## src/rtl/arbitro_rr_mux.sv

```systemverilog
// Round-robin arbiter for eight byte requesters with an 8:1 byte mux on the granted index.
// A grant is held for up to MAX_RAJADA transfers, then the requesters are re-arbitrated.
module arbitro_rr_mux #(
    parameter int MAX_RAJADA = 4
) (
    input  logic       i_clock,
    input  logic       i_reset,
    input  logic [7:0] i_req,
    input  logic [7:0] i_e0,
    input  logic [7:0] i_e1,
    input  logic [7:0] i_e2,
    input  logic [7:0] i_e3,
    input  logic [7:0] i_e4,
    input  logic [7:0] i_e5,
    input  logic [7:0] i_e6,
    input  logic [7:0] i_e7,
    input  logic       i_pronto,
    output logic [7:0] o_concessao,
    output logic [2:0] o_sinal,
    output logic [7:0] o_saida,
    output logic       o_valida
);
    // state  | meaning
    // OCIOSO | no grant, Valida low
    // ATIVO  | grant held on r_sinal, Valida high
    typedef enum logic {OCIOSO = 1'b0, ATIVO = 1'b1} t_estado;

    t_estado    r_estado, w_estado;
    logic [2:0] r_ponteiro, w_ponteiro;
    logic [2:0] r_sinal, w_sinal;
    logic [3:0] r_contagem, w_contagem;
    logic [7:0] r_concessao, w_concessao;
    logic       r_valida, w_valida;
    logic [4:0] w_cont_inc;
    logic [2:0] w_ptr_lib;
    logic [2:0] w_escolha;
    logic [7:0] w_bytes [8];

    // First requester at or after ptr, wrapping 7 -> 0; lowest offset wins.
    function automatic logic [2:0] f_pick(input logic [7:0] req, input logic [2:0] ptr);
        logic [2:0] idx;
        logic [2:0] res;
        res = ptr;
        for (int k = 7; k >= 0; k--) begin
            idx = ptr + 3'(k);
            if (req[idx]) res = idx;
        end
        return res;
    endfunction

    always_comb begin
        w_estado    = r_estado;
        w_ponteiro  = r_ponteiro;
        w_sinal     = r_sinal;
        w_contagem  = r_contagem;
        w_concessao = r_concessao;
        w_valida    = r_valida;
        w_cont_inc  = {1'b0, r_contagem} + 5'd1;
        w_ptr_lib   = r_sinal + 3'd1;
        w_escolha   = '0;
        case (r_estado)
            OCIOSO: begin
                w_valida    = 1'b0;
                w_concessao = 8'h00;
                if (|i_req) begin
                    w_escolha   = f_pick(i_req, r_ponteiro);
                    w_sinal     = w_escolha;
                    w_contagem  = 4'd0;
                    w_valida    = 1'b1;
                    w_concessao = 8'd1 << w_escolha;
                    w_estado    = ATIVO;
                end
            end
            ATIVO: begin
                if (i_pronto) begin
                    if (i_req[r_sinal] && (w_cont_inc < 5'(MAX_RAJADA))) begin
                        w_contagem = w_cont_inc[3:0];
                    end else begin
                        // A sole requester still asserting is found again after the wrap.
                        w_ponteiro = w_ptr_lib;
                        w_contagem = 4'd0;
                        if (|i_req) begin
                            w_escolha   = f_pick(i_req, w_ptr_lib);
                            w_sinal     = w_escolha;
                            w_concessao = 8'd1 << w_escolha;
                            w_valida    = 1'b1;
                        end else begin
                            w_estado    = OCIOSO;
                            w_valida    = 1'b0;
                            w_concessao = 8'h00;
                        end
                    end
                end
            end
            default: w_estado = OCIOSO;
        endcase
    end

    always_ff @(posedge i_clock) begin
        if (i_reset) begin
            r_estado    <= OCIOSO;
            r_ponteiro  <= 3'd0;
            r_sinal     <= 3'd0;
            r_contagem  <= 4'd0;
            r_concessao <= 8'h00;
            r_valida    <= 1'b0;
        end else begin
            r_estado    <= w_estado;
            r_ponteiro  <= w_ponteiro;
            r_sinal     <= w_sinal;
            r_contagem  <= w_contagem;
            r_concessao <= w_concessao;
            r_valida    <= w_valida;
        end
    end

    always_comb begin
        w_bytes[0] = i_e0;
        w_bytes[1] = i_e1;
        w_bytes[2] = i_e2;
        w_bytes[3] = i_e3;
        w_bytes[4] = i_e4;
        w_bytes[5] = i_e5;
        w_bytes[6] = i_e6;
        w_bytes[7] = i_e7;
    end

    assign o_saida     = w_bytes[r_sinal];
    assign o_sinal     = r_sinal;
    assign o_concessao = r_concessao;
    assign o_valida    = r_valida;
endmodule

```

## config.mk

```make
export PLATFORM = sky130hd
export DESIGN_NAME = arbitro_rr_mux
export DESIGN_NICKNAME = d
export VERILOG_FILES = /design/src/rtl/arbitro_rr_mux.sv
export SDC_FILE = /design/constraint.sdc
export NUM_CORES = 1
export LEC_CHECK = 0
export ABC_AREA = 0
export CAP_MARGIN = 20
export CORE_MARGIN = 1.5
export CORE_UTILIZATION = 45
export CTS_BUF_LIST = sky130_fd_sc_hd__clkbuf_8
export DETAILED_ROUTE_END_ITERATION = 10
export PLACE_DENSITY_LB_ADDON = 0.3
export SYNTH_ARGS = -nofsm -noshare
export SYNTH_HDL_FRONTEND = slang
export SYNTH_SLANG_ARGS = --single-unit
```

## constraint.sdc

```tcl
create_clock -name i_clock -period 4.1 [get_ports i_clock]
set_input_delay 0.41 -clock i_clock [delete_from_list [all_inputs] [get_ports i_clock]]
set_output_delay 0.41 -clock i_clock [all_outputs]
set_load 0.01 [all_outputs]
```

==> impl_metrics.prom, run 1 <==
# TYPE chip_impl_metric gauge
chip_impl_metric{name="totalNegativeSetupSlack",unit="ns"} 0
chip_impl_metric{name="leakage_power",unit="nW"} 1.66
chip_impl_metric{name="synth_enable_flop_cells",unit=""} 0
chip_impl_metric{name="hold_violations",unit=""} 0
chip_impl_metric{name="die_w",unit="um"} 88.5
chip_impl_metric{name="cp_slowest_stage_delay",unit="ns"} 0.71
chip_impl_metric{name="route.detailed.drc",unit=""} 0
chip_impl_metric{name="grt_pass1_vias",unit=""} 3154
chip_impl_info{name="rsz0062_at_grt",value="false"} 1
chip_impl_info{name="tritoncts",value="built"} 1
chip_impl_info{name="kind_of_end_point_of_the_critical_path",value="flip-flop"} 1
chip_impl_metric{name="initial_core_util",unit="%"} 47.4
chip_impl_info{name="run_status",value="completed"} 1
chip_impl_metric{name="synth_cell_types",unit=""} 57
chip_impl_metric{name="timing.final.setup_violations",unit=""} 0
chip_impl_info{name="clock_tree.root_cell",value="sky130_fd_sc_hd__clkbuf_8"} 1
chip_impl_metric{name="floorplan.core_area",unit="sq um"} 6940
chip_impl_metric{name="dieHeight",unit="um"} 88.5
chip_impl_metric{name="final_cells",unit=""} 554
chip_impl_metric{name="min_period_over_period",unit="%"} 86.0
chip_impl_metric{name="track_usage",unit="%"} 24.5
chip_impl_metric{name="max-clock-path-buffers",unit=""} 2
chip_impl_metric{name="clock-sinks",unit=""} 20
chip_impl_metric{name="timing.slew.headroom",unit="%"} 50.5
chip_impl_metric{name="final_critical_path_time_including_i_o_delays_and_setup",unit="ns"} 3.53
chip_impl_metric{name="drt-pass1-iter-count",unit=""} 4
chip_impl_metric{name="vdd_ir_max",unit="uV"} 265
chip_impl_metric{name="routed-via-count",unit=""} 3467
chip_impl_metric{name="critPathArrivalTime",unit="ns"} 3.67
chip_impl_metric{name="drt-initial-drc-count",unit=""} 279
chip_impl_metric{name="synthesis_to_layout_area_growth",unit="%"} 33.6
chip_impl_metric{name="gp_congestion",unit=""} 0.857
chip_impl_metric{name="slew_viol_final",unit=""} 0
chip_impl_metric{name="cap_violations",unit=""} 0
chip_impl_info{name="cp_cell_sequence",value="clkinv_1, ha_1, mux4_2, and2_1, a311oi_1, a211oi_1, nor3_1, inv_1, o211ai_1, a31oi_1"} 1
chip_impl_info{name="layout_commonest_cell",value="sky130_fd_sc_hd__clkdlybuf4s50_1"} 1
chip_impl_metric{name="grt_antenna_before_repair",unit=""} 0
chip_impl_metric{name="die_area",unit="sq um"} 7830
chip_impl_metric{name="global_route.overflow_total",unit=""} 0
chip_impl_metric{name="pin_count_of_the_biggest_net_entering_global_routing",unit=""} 37
chip_impl_metric{name="cts_setup_buffers",unit=""} 0
chip_impl_metric{name="io_buffers",unit=""} 94
chip_impl_metric{name="detail_routed_net_length_per_standard_cell",unit="um"} 17.9
chip_impl_metric{name="crit_path_max_fanout",unit=""} 18
chip_impl_info{name="postSynth.topFlopCell",value="sky130_fd_sc_hd__dfxtp_1"} 1
chip_impl_metric{name="postCtsResizedCells",unit=""} 0
chip_impl_metric{name="finalWirelength",unit="um"} 9900
chip_impl_metric{name="synth-seq-area-share",unit="%"} 12.2
chip_impl_metric{name="hpwl",unit="um"} 7680
chip_impl_metric{name="cts.clk_slew.worst_paths",unit="ns"} 0.07
chip_impl_info{name="layout.cells.most_common_list",value="94 x sky130_fd_sc_hd__clkdlybuf4s50_1, 48 x sky130_fd_sc_hd__nand2_1, 33 x sky130_fd_sc_hd__mux4_2"} 1
chip_impl_metric{name="utilization",unit="%"} 63.3
chip_impl_metric{name="drtAntennaViolNets",unit=""} 0
chip_impl_metric{name="yosysWarningCount",unit=""} 0
chip_impl_metric{name="avgSynthCellArea",unit="sq um"} 8.75
chip_impl_info{name="worstHoldPathType",value="reg2reg"} 1
chip_impl_metric{name="drt-vias-per-instance",unit=""} 6.26
chip_impl_metric{name="htree_depth",unit=""} 1
chip_impl_metric{name="num_antenna_cells",unit=""} 0
chip_impl_metric{name="hold_buf_count_cts",unit=""} 0
chip_impl_info{name="timing.critical_path.from_type",value="flip-flop"} 1
chip_impl_info{name="slowest_stage_cell_on_the_critical_path",value="sky130_fd_sc_hd__ha_1"} 1
chip_impl_metric{name="syn_area",unit="sq um"} 3290
chip_impl_metric{name="post_route_cells_drive_above_1_share",unit="%"} 16.6
chip_impl_metric{name="insertion_delay",unit="ns"} 0.26
chip_impl_info{name="critical_path_class",value="reg2reg"} 1
chip_impl_metric{name="worstMarginPinSlew",unit="ns"} 0.737
chip_impl_metric{name="placedCellCount",unit=""} 550
chip_impl_metric{name="crit_required",unit="ns"} 4.24
chip_impl_metric{name="final_net_count",unit=""} 539
chip_impl_metric{name="max_clock_freq",unit="MHz"} 284
chip_impl_metric{name="power_density",unit="nW/um^2"} 603
chip_impl_metric{name="cts_buffers",unit=""} 3
chip_impl_metric{name="num_rows",unit=""} 30
chip_impl_metric{name="yosys_register_bits",unit=""} 20
chip_impl_metric{name="synth.net_count",unit=""} 456
chip_impl_metric{name="grt_first_pass_wirelength",unit="um"} 15100
chip_impl_metric{name="worst_clock_skew",unit="ns"} 0.00247
chip_impl_metric{name="synthCells",unit=""} 376
chip_impl_metric{name="ioPinCount",unit=""} 95
chip_impl_metric{name="async_reset_ff_share",unit="%"} 0
## cells by family after synthesis
group | share of synthesized area, %
AOI/OAI and AO/OA | 23.5
xor gates and xnor gates | 3.50
adders and majority gates | 1.90
buffers and inverters | 6.20
DFF | 12.2
muxes | 37.0
and+or+nand+nor | 15.7
## layout make-up
cell class / instances / area (sq um)
clock buffer: 4 / 55.1
fill: 587 / 2550
inverter: 17 / 63.8
multi-input combinational: 306 / 2680
sequential: 20 / 402
tap: 96 / 120
timing repair buffer: 111 / 1070
## worst paths after layout
kind,end,slack [ns],from,cells after the start
max,o_concessao[3]$_SDFFE_PP0P_,0.57,r_ponteiro[1]$_SDFFE_PP0P_,10
min,o_valida$_SDFFE_PP0P_,0.47,o_valida$_SDFFE_PP0P_,1
max reg2reg,o_concessao[3]$_SDFFE_PP0P_,0.57,r_ponteiro[1]$_SDFFE_PP0P_,10
min reg2reg,o_valida$_SDFFE_PP0P_,0.47,o_valida$_SDFFE_PP0P_,1
## worst max-delay path: cells and delay by family, from the launching register on
kind	cells	cell delay, ns
AOI/OAI and AO/OA	4	0.62
muxes	1	0.60
and+or+nand+nor	2	0.80
DFF	1	0.36
buffers and inverters	2	0.30
adders and majority gates	1	0.71
## synthesized netlist by cell type (all sizes together) (7+ instances only)
master | number | area [sq um]
o21ai | 19 | 98.9
nand3 | 14 | 70.1
clkbuf | 21 | 78.8
mux2 | 15 | 169
mux4 | 37 | 848
a21oi | 14 | 70.1
inv | 16 | 60.1
nand2 | 48 | 180
a31oi | 11 | 68.8
buf | 12 | 61.3
a211oi | 9 | 67.6
nor2 | 16 | 60.1
dfxtp | 20 | 400
o211ai | 10 | 80.1
mux2i | 20 | 200
and2 | 7 | 43.8
## power by group
group	leakage [nW]	internal (mW)	switching, mW
Clock	0.0288	0.0855	0.0649
Combinational	1.46	1.09	1.14
Sequential	0.165	0.239	0.0344
Total	1.66	1.41	1.24
## state kept, by name, summed over array words and instances, names as in the netlist
name	flops
o_concessao	8
o_sinal	3
o_valida	1
r_contagem	4
r_estado	1
r_ponteiro	3
## routing by layer
| layer | share of wire (%) | track usage, % |
|---|---|---|
| met5 | 0 | 0 |
| met4 | 1.1 | 3.84 |
| met3 | 9.0 | 3.92 |
| met2 | 51 | 47.3 |
| met1 | 39 | 28.9 |
## per-stage QoR
step,setup WS (ns),hold slack [ns],power [mW],area (sq um)
after floorplan,0.360,0.449,1.89,3290
after global placement,0.672,0.449,2.45,4340
after detailed placement,0.586,0.455,2.49,4340
after CTS,0.616,0.472,2.64,4390
after global routing,0.361,0.498,2.86,4390
final,0.575,0.467,2.65,4390
Note: power is estimated with default switching activity, not from simulation.
==> inputs of run 2 (changes only) <==
--- a/config.mk
+++ b/config.mk
@@ -7,11 +7,12 @@
 export LEC_CHECK = 0
 export ABC_AREA = 0
 export CAP_MARGIN = 20
-export CORE_MARGIN = 1.5
+export CORE_MARGIN = 2
 export CORE_UTILIZATION = 45
 export CTS_BUF_LIST = sky130_fd_sc_hd__clkbuf_8
 export DETAILED_ROUTE_END_ITERATION = 10
-export PLACE_DENSITY_LB_ADDON = 0.3
+export PLACE_DENSITY = 0.76
+export SKIP_LAST_GASP = 1
 export SYNTH_ARGS = -nofsm -noshare
 export SYNTH_HDL_FRONTEND = slang
 export SYNTH_SLANG_ARGS = --single-unit
==> run 2 against run 1 <==
Compared with the run above:
- clock-buffer cell count stayed put
- fmax increased by 0.39%
- combinational power is essentially flat
==> impl_metrics.prom, run 2 (synthesis results as in run 1) <==
# TYPE chip_impl_metric gauge
chip_impl_metric{name="drt-pass1-iter-count",unit=""} 5
chip_impl_metric{name="slew_viol_final",unit=""} 0
chip_impl_metric{name="worst-path-buf-inv",unit=""} 2
chip_impl_metric{name="crit_path_max_fanout",unit=""} 13
chip_impl_metric{name="die_w",unit="um"} 89.5
chip_impl_info{name="clock_tree.root_cell",value="sky130_fd_sc_hd__clkbuf_8"} 1
chip_impl_info{name="path_delay_family",value="simple AND/OR/NAND/NOR gates"} 1
chip_impl_metric{name="crit_required",unit="ns"} 4.23
chip_impl_info{name="worstHoldPathType",value="reg2reg"} 1
chip_impl_metric{name="num_antenna_cells",unit=""} 0
chip_impl_info{name="layout_commonest_cell",value="sky130_fd_sc_hd__clkdlybuf4s50_1"} 1
chip_impl_metric{name="hold_buf_count_cts",unit=""} 0
chip_impl_metric{name="htree_depth",unit=""} 1
chip_impl_metric{name="cts.clk_slew.worst_paths",unit="ns"} 0.07
chip_impl_metric{name="insertion_delay",unit="ns"} 0.25
chip_impl_metric{name="final_cells",unit=""} 550
chip_impl_metric{name="hold_violations",unit=""} 0
chip_impl_metric{name="track_usage",unit="%"} 23.7
chip_impl_metric{name="grt_first_pass_wirelength",unit="um"} 15400
chip_impl_metric{name="p_sw",unit="mW"} 1.23
chip_impl_info{name="layout.cells.most_common_list",value="94 x sky130_fd_sc_hd__clkdlybuf4s50_1, 48 x sky130_fd_sc_hd__nand2_1, 33 x sky130_fd_sc_hd__mux4_2"} 1
chip_impl_metric{name="clock-sinks",unit=""} 20
chip_impl_metric{name="route.detailed.drc",unit=""} 0
chip_impl_metric{name="power_density",unit="nW/um^2"} 606
chip_impl_metric{name="post-route-cell-area",unit="sq um"} 4340
chip_impl_metric{name="cts_buffers",unit=""} 3
chip_impl_metric{name="vdd_ir_max",unit="uV"} 256
chip_impl_metric{name="postPlaceCellArea",unit="sq um"} 4290
chip_impl_metric{name="largest_reg_flops",unit=""} 8
chip_impl_metric{name="synthesis_to_layout_area_growth",unit="%"} 32.1
chip_impl_metric{name="cp_slowest_stage_delay",unit="ns"} 0.69
chip_impl_metric{name="utilization",unit="%"} 60.5
chip_impl_info{name="cp_cell_sequence",value="clkinv_1, ha_1, mux4_2, and2_1, a311oi_1, a211oi_1, nor3_1, inv_1, o2111ai_1, o22ai_1"} 1
chip_impl_metric{name="min_period_over_period",unit="%"} 85.7
chip_impl_metric{name="finalWirelength",unit="um"} 9800
chip_impl_metric{name="dieHeight",unit="um"} 89.5
chip_impl_metric{name="post_route_cells_drive_above_1_share",unit="%"} 15.3
chip_impl_metric{name="clock_power_share",unit="%"} 5.6
chip_impl_metric{name="critPathArrivalTime",unit="ns"} 3.64
chip_impl_metric{name="detail_routed_net_length_per_standard_cell",unit="um"} 17.8
chip_impl_metric{name="drtAntennaViolNets",unit=""} 0
chip_impl_metric{name="multi_input_area",unit="sq um"} 2680
chip_impl_info{name="run_status",value="completed"} 1
chip_impl_metric{name="power.share.sequential",unit="%"} 10.7
chip_impl_metric{name="floorplan.core_area",unit="sq um"} 7180
chip_impl_metric{name="cap_violations",unit=""} 0
chip_impl_info{name="kind_of_end_point_of_the_critical_path",value="flip-flop"} 1
chip_impl_metric{name="timing.slew.headroom",unit="%"} 50.7
chip_impl_info{name="tritoncts",value="built"} 1
chip_impl_info{name="rsz0062_at_grt",value="false"} 1
chip_impl_metric{name="fill_cells",unit=""} 643
chip_impl_metric{name="drt-initial-drc-count",unit=""} 201
chip_impl_metric{name="timing.final.setup_violations",unit=""} 0
chip_impl_metric{name="worst_clock_skew",unit="ns"} 0.00326
chip_impl_metric{name="pin_count_of_the_biggest_net_entering_global_routing",unit=""} 37
chip_impl_metric{name="power.combinational.fraction",unit="%"} 83.7
chip_impl_metric{name="layout_setup_ws",unit="ns"} 0.588
chip_impl_metric{name="hpwl",unit="um"} 7480
chip_impl_metric{name="cts_setup_buffers",unit=""} 0
chip_impl_metric{name="p_int",unit="mW"} 1.41
chip_impl_metric{name="drt-vias-per-instance",unit=""} 6.25
chip_impl_metric{name="gp_congestion",unit=""} 0.928
chip_impl_metric{name="worstMarginPinSlew",unit="ns"} 0.734
chip_impl_info{name="critical_path_class",value="reg2reg"} 1
chip_impl_metric{name="initial_core_util",unit="%"} 45.8
chip_impl_metric{name="max-clock-path-buffers",unit=""} 2
chip_impl_metric{name="final_critical_path_time_including_i_o_delays_and_setup",unit="ns"} 3.51
chip_impl_metric{name="max_clock_freq",unit="MHz"} 285
chip_impl_metric{name="leakage_power",unit="nW"} 1.62
chip_impl_metric{name="die_area",unit="sq um"} 8010
chip_impl_metric{name="global_route.overflow_total",unit=""} 0
chip_impl_metric{name="placedCellCount",unit=""} 546
chip_impl_metric{name="power_switching_share",unit="%"} 46.6
chip_impl_metric{name="num_rows",unit=""} 31
chip_impl_info{name="slowest_stage_cell_on_the_critical_path",value="sky130_fd_sc_hd__ha_1"} 1
chip_impl_metric{name="grt_antenna_before_repair",unit=""} 0
chip_impl_metric{name="io_buffers",unit=""} 94
chip_impl_metric{name="routed-via-count",unit=""} 3436
chip_impl_metric{name="grt_pass1_vias",unit=""} 3258
chip_impl_metric{name="postCtsResizedCells",unit=""} 0
chip_impl_metric{name="final_net_count",unit=""} 532
chip_impl_metric{name="ioPinCount",unit=""} 95
chip_impl_metric{name="totalNegativeSetupSlack",unit="ns"} 0
chip_impl_metric{name="dp_worst_setup_slack",unit="ns"} 0.539
chip_impl_metric{name="seqCellArea",unit="sq um"} 402
chip_impl_info{name="timing.critical_path.from_type",value="flip-flop"} 1
[run 2: changes by cell type in the layout (fill, tap and decap cells not counted)]
cell	before	now
sky130_fd_sc_hd__buf_4	17	10
[run 2: area by class of cell]
| type | count | share of cell area, % |
|---|---|---|
| Inverter | 17 | 1.47 |
| Timing Repair Buffer | 104 | 23.4 |
| Clock buffer | 4 | 1.27 |
| Multi-Input combinational cell | 306 | 61.8 |
| Sequential cell | 20 | 9.25 |
| Tap cell | 99 | 2.85 |
[run 2: routing by layer]
metal | track usage [%] | part of all wire, % | vias up
li1 | - | - | 1626
met1 | 28.7 | 40 | 1678
met2 | 45.3 | 50 | 126
met3 | 3.69 | 8.4 | 6
met4 | 2.85 | 0.72 | 0
met5 | 0 | 0 | -
[run 2: final timing paths]
path	start	cells past startpoint	to	slack, ns
setup / recovery	r_ponteiro[1]$_SDFFE_PP0P_	10	o_concessao[0]$_SDFFE_PP0P_	0.59
hold / removal	o_valida$_SDFFE_PP0P_	1	o_valida$_SDFFE_PP0P_	0.47
setup reg to reg	r_ponteiro[1]$_SDFFE_PP0P_	10	o_concessao[0]$_SDFFE_PP0P_	0.59
hold reg to reg	o_valida$_SDFFE_PP0P_	1	o_valida$_SDFFE_PP0P_	0.47
[run 2: stage by stage]
step,hold slack (ns),power (mW)
5_1_grt,0.488,2.85
3_5_place_dp,0.464,2.48
3_3_place_gp,0.452,2.43
2_1_floorplan,0.449,1.89
6_report,0.473,2.63
4_1_cts,0.481,2.63
[run 2: power by group through the flow]
stage | combinational [mW] | clock [mW] | sequential (mW)
after global placement | 2.15 | 0 | 0.284
final | 2.20 | 0.149 | 0.281
after global routing | 2.41 | 0.158 | 0.287
after floorplan | 1.60 | 0 | 0.287
after detailed placement | 2.19 | 0 | 0.285
after CTS | 2.20 | 0.151 | 0.281
